--- config.mk ---
export PLATFORM = sky130hd
export DESIGN_NAME = regfile_mp
export DESIGN_NICKNAME = d
export VERILOG_FILES = /design/src/rtl/regfile_mp.sv
export SDC_FILE = /design/constraint.sdc
export NUM_CORES = 2
export LEC_CHECK = 0
export CAP_MARGIN = 20
export CORE_AREA = 2 2 594 419
export CTS_CLUSTER_SIZE = 10
export DETAILED_ROUTE_END_ITERATION = 7
export DIE_AREA = 0 0 596 421
export PLACE_DENSITY = 0.68
export SLEW_MARGIN = 20
export SYNTH_ARGS = -nofsm -noshare
export SYNTH_HDL_FRONTEND = slang
export SYNTH_SLANG_ARGS = --single-unit
--- constraint.sdc ---
create_clock -name clk -period 5.7 [get_ports clk]
set_clock_uncertainty 0.1 [all_clocks]
set_input_delay 1.71 -clock clk [delete_from_list [all_inputs] [get_ports clk]]
set_output_delay 1.71 -clock clk [all_outputs]
set_load 0.02 [all_outputs]
--- src/rtl/regfile_mp.sv ---
// regfile_mp -- parametrised multi-read-port integer register file with a
// hardware clear sequencer and a per-register pending scoreboard.
//
// Optional feature macro: REGFILE_BYPASS_EN
//   defined   : a write in the current cycle is forwarded combinationally to
//               any read port addressing the same register.
//   undefined : reads return the stored value and stored pending bit only.
//
// Ports:
//   clk        clock
//   reset      synchronous, active-high reset; starts a full clear sequence
//   rs_addr    NRD packed read addresses, port k at [k*AW +: AW]
//   rd_data    NRD packed read data, port k at [k*XLEN +: XLEN]
//   rs_pend    per-port "result outstanding" flag
//   wr_en      writeback write enable
//   wr_addr    writeback register address
//   wr_data    writeback data
//   pend_set   mark pend_addr as outstanding (issue)
//   pend_addr  register to mark outstanding
//   clr_req    software request to zero the whole file
//   busy       clear sequence in progress (reads return 0, writes are lost)
module regfile_mp #(
    parameter int XLEN  = 64,
    parameter int NREGS = 32,
    parameter int NRD   = 2,
    localparam int AW   = $clog2(NREGS)
) (
    input  logic                clk,
    input  logic                reset,
    input  logic [NRD*AW-1:0]   rs_addr,
    output logic [NRD*XLEN-1:0] rd_data,
    output logic [NRD-1:0]      rs_pend,
    input  logic                wr_en,
    input  logic [AW-1:0]       wr_addr,
    input  logic [XLEN-1:0]     wr_data,
    input  logic                pend_set,
    input  logic [AW-1:0]       pend_addr,
    input  logic                clr_req,
    output logic                busy
);

    typedef enum logic {
        ST_CLEAR = 1'b0,
        ST_IDLE  = 1'b1
    } state_t;

    state_t            state_reg;
    logic [AW-1:0]     idx_reg;
    logic [NREGS-1:0]  pend_reg;
    logic [XLEN-1:0]   regs_mem [NREGS];

    // Accepted writeback: only in IDLE, not to x0, and not in a cycle that
    // also accepts a clear request.
    logic wb_accept;
    assign wb_accept = (state_reg == ST_IDLE) && !clr_req && wr_en && (wr_addr != '0);

    // Reset is folded in so busy is high even before the first reset edge
    // has moved the state machine into CLEAR.
    assign busy = reset || (state_reg == ST_CLEAR);

    // Sequencer and scoreboard.
    always_ff @(posedge clk) begin
        if (reset) begin
            state_reg <= ST_CLEAR;
            idx_reg   <= '0;
            pend_reg  <= '0;
        end else begin
            case (state_reg)
                ST_CLEAR: begin
                    idx_reg <= idx_reg + 1'b1;
                    if (idx_reg == AW'(NREGS - 1)) begin
                        state_reg <= ST_IDLE;
                    end
                end
                default: begin
                    if (clr_req) begin
                        state_reg <= ST_CLEAR;
                        idx_reg   <= '0;
                        pend_reg  <= '0;
                    end else begin
                        if (wb_accept) begin
                            pend_reg[wr_addr] <= 1'b0;
                        end
                        // Issue of a new producer overrides the completing
                        // write of an older one to the same register.
                        if (pend_set && (pend_addr != '0)) begin
                            pend_reg[pend_addr] <= 1'b1;
                        end
                    end
                end
            endcase
        end
    end

    // Storage: a single write port shared by the clear sequencer and
    // writeback. x0 is only ever written with zero by the clear sequence.
    logic            mem_we;
    logic [AW-1:0]   mem_waddr;
    logic [XLEN-1:0] mem_wdata;

    always_comb begin
        mem_we    = 1'b0;
        mem_waddr = wr_addr;
        mem_wdata = wr_data;
        if (!reset) begin
            if (state_reg == ST_CLEAR) begin
                mem_we    = 1'b1;
                mem_waddr = idx_reg;
                mem_wdata = '0;
            end else if (wb_accept) begin
                mem_we = 1'b1;
            end
        end
    end

    always_ff @(posedge clk) begin
        if (mem_we) begin
            regs_mem[mem_waddr] <= mem_wdata;
        end
    end

    // Read ports, fully independent of each other.
    genvar gi;
    generate
        for (gi = 0; gi < NRD; gi++) begin : g_rd
            logic [AW-1:0] addr;
            logic          fwd;
            assign addr = rs_addr[gi*AW +: AW];
`ifdef REGFILE_BYPASS_EN
            assign fwd = wr_en && !busy && (wr_addr != '0) && (wr_addr == addr);
`else
            assign fwd = 1'b0;
`endif
            always_comb begin
                rd_data[gi*XLEN +: XLEN] = '0;
                rs_pend[gi]              = 1'b0;
                if (!busy && (addr != '0)) begin
                    if (fwd) begin
                        rd_data[gi*XLEN +: XLEN] = wr_data;
                        rs_pend[gi]              = pend_set && (pend_addr == addr);
                    end else begin
                        rd_data[gi*XLEN +: XLEN] = regs_mem[addr];
                        rs_pend[gi]              = pend_reg[addr];
                    end
                end
            end
        end
    endgenerate

endmodule

==> results.sh <==
export IMPL_status="complete, but fails checks"
export IMPL_violations="setup timing"
export IMPL_p_int_mw=25.5
export IMPL_required_ps=3890
export IMPL_pin_count=220
export IMPL_antenna_left=0
export IMPL_antenna_found_initial=8
export IMPL_grt_max_degree=65
export IMPL_ir_worst_vdd_uv=266
export IMPL_layout_drive_gt1_share=0.276
export IMPL_period_minus_slack_ps=5740
export IMPL_clockBufferDepth=4
export IMPL_crit_chain="buf_16 > buf_12 > buf_16 > mux4_2 > mux2_2 > nand2_1 > nand4_1 > buf_6 > buf_4"
export IMPL_place_ws_ps=-579
export IMPL_nets=6415
export IMPL_syn_avg_cell_area_sq_um=17.1
export IMPL_min_path_type="flop to flop"
export IMPL_final_cells=9615
export IMPL_layout_commonest_cell="edfxtp_1"
export IMPL_drc_errors=0
export IMPL_crit_top_cell="buf_16"
export IMPL_netlist_area_sq_mm=0.0976
export IMPL_tightest_slew_ps=1160
export IMPL_max_stage_delay_ps=510
export IMPL_finalCritPeriodShare=1.01
export IMPL_wire_per_inst_um=33.4
export IMPL_p_switching_mw=7.36
export IMPL_dp_hpwl_um=197000
export IMPL_clock_root_buffer="clkbuf_16"
export IMPL_largest_reg_flops=2048
export IMPL_dr_first_iter_drc_count=9485
export IMPL_clk_pin_slew_ps=60
export IMPL_h_tree_depth=4
export IMPL_synth_seq_cells=2086
export IMPL_clockPowerShare=0.400
export IMPL_grt_usage=0.249
export IMPL_dieHeight_um=421
export IMPL_dieArea_sq_mm=0.251
export IMPL_wirelength_um=321000
export IMPL_worst_setup_path_end_kind="primary output"
export IMPL_final_cell_mix="edfxtp_1 (2048), mux2i_1 (1041), a22oi_1 (641)"
export IMPL_cts_sinks=2086
export IMPL_rsz0062_at_grt="yes"
export IMPL_synth_main_ff_cell="edfxtp_1"
export IMPL_coreArea_sq_mm=0.246
export IMPL_synth_edf_count=2048
export IMPL_worst_path_buf_inv=5
export IMPL_cts_buffers=236
export IMPL_synth_cell_types=51
export IMPL_area_growth_pct=18.1
export IMPL_placed_cells=9303
export IMPL_relSlewSlack=0.225
export IMPL_dr_pass1_iters=6
export IMPL_finalHoldViolations=0
export IMPL_worst_skew_pair_late_latency_ps=850
export IMPL_clock_fmax_mhz=174
export IMPL_netlist_instances=5714
export IMPL_p_per_area_mw_per_mm2=285
export IMPL_synth_warnings=0
export IMPL_crit_path_top_delay_cell="mux4_2"
export IMPL_grt_pass1_wl_um=452000
export IMPL_overflow=0
export IMPL_cts_tree="built"
export IMPL_viasPerCell=6.54
export IMPL_finalMaxSlewViolations=0
export IMPL_grt_pass1_vias=61900
export IMPL_leakage_nw=39.7
export IMPL_vias=62900
export IMPL_cap_violations=0
export IMPL_arrival_ps=3930
export IMPL_numPortBuffers=219
export IMPL_place_congestion=0.878
export IMPL_nFillCells=20400
export IMPL_pwr_share_seq=0.519
export IMPL_num_rows=153
export IMPL_setup_slack_ps=-39.1
export IMPL_syn_num_nets=5805
export IMPL_critPathLaunchType="input port"
export IMPL_die_w_um=596
export IMPL_ys_seq_area_frac=0.638
export IMPL_async_flop_share=0
export IMPL_crit_type="input port to primary output"
export IMPL_worstPathMaxFanout=15
export IMPL_p_comb_frac=0.081
export IMPL_path_delay_family="buffers and inverters"
export IMPL_start_util=0.396
export IMPL_p_sw_frac=0.224
export IMPL_setup_viol=3
-- synthesized netlist by cell type, types with 5 or more instances --
library cell,number,area [sq um]
a22oi_1,650,4880
a31oi_1,24,150
a41oi_1,7,61.3
buf_1,17,63.8
buf_2,112,561
buf_4,74,556
buf_6,36,405
clkbuf_1,218,818
dfxtp_1,38,761
edfxtp_1,2048,61500
mux2_2,131,1480
mux2i_1,1042,10400
mux4_2,520,11700
nand2_1,148,556
nand2b_1,5,31.3
nand3_1,264,1320
nand4_1,131,820
nor2_1,44,165
nor2b_1,74,463
nor3b_1,7,52.6
o21ai_1,59,295
-- path summary, 6_finish.rpt --
path	start	end	slack [ps]	cells past startpoint
max	rs_addr[6]	rd_data[67]	-40	9
max reg2reg	state_reg$_SDFF_PP0_	regs_mem[17][18]$_DFFE_PP_	2390	5
min reg2reg	pend_reg[10]$_SDFFE_PP0P_	pend_reg[10]$_SDFFE_PP0P_	390	2
min	pend_reg[10]$_SDFFE_PP0P_	pend_reg[10]$_SDFFE_PP0P_	390	2
-- what timing repair did --
| item | 4_1_cts | 5_1_grt |
|---|---|---|
| gates resized for setup | 71 | 43 |
| gates cloned | 1 | 1 |
| pin swaps | 15 | 14 |
| hold buffers | 0 | 0 |
| setup buffers | 23 | 18 |
| setup endpoints to repair | 127 | 30 |
-- metal layers --
layer  share of wire  wire length [um]  track usage  vias up
li1                -                 -            -    25000
met1            0.39            127000        0.351    32800
met2            0.45            144000        0.374     4419
met3            0.12             38000       0.0616      654
met4           0.039             12500       0.0897        4
met5        0.000084                27            0        -
-- kinds of logic after synthesis --
logic type	count (synthesis)	synth area share
mux	1693	0.242
simple gates	711	0.0380
xor+xnor	2	0.000180
buf+inv	464	0.0251
fa+ha+maj	2	0.000256
compound gates	756	0.0563
flops	2086	0.638
-- worst reg2reg max path, stage by stage, from the launching register on --
cell and delay, ps:
dfxtp_1 480, nor2_4 510, mux2i_1 440, nand2_1 330, nor2_4 470, buf_4 550
-- final cells by class --
| cell class | instances | area, sq um | share of cell area |
|---|---|---|---|
| Clock inverter | 11 | 163 | 0.00141 |
| Timing Repair Buffer | 833 | 9170 | 0.0795 |
| Multi-Input combinational cell | 3164 | 33600 | 0.291 |
| Sequential cell | 2086 | 62300 | 0.540 |
| Clock buffer | 262 | 6020 | 0.0523 |
| Tap cell | 3255 | 4070 | 0.0353 |
| Antenna cell | 1 | 2.50 | 0.0000217 |
| Inverter | 3 | 16.3 | 0.000141 |
-- power groups by stage --
stage / logic [mW] / registers [mW] / clock network [mW]
after floorplan: 1.56 / 17.3 / 0
after global routing: 2.77 / 17.0 / 13.9
after CTS: 2.59 / 17.0 / 13.3
after detailed placement: 2.56 / 17.3 / 0
final: 2.66 / 17.0 / 13.1
after global placement: 2.54 / 17.3 / 0
-- through the flow --
step | TNS, ps | util | instance area [sq um] | hold WS [ps] | power [mW]
final | -68.9 | 0.468 | 115000 | 391 | 32.8
after global routing | 0 | 0.468 | 115000 | 410 | 33.7
after CTS | 0 | 0.466 | 115000 | 390 | 32.9
after detailed placement | -29870 | 0.440 | 108000 | 380 | 19.9
after global placement | -26910 | 0.440 | 108000 | 377 | 19.9
after floorplan | -512900 | - | 97600 | 346 | 18.9
(Power assumes the default switching activity.)
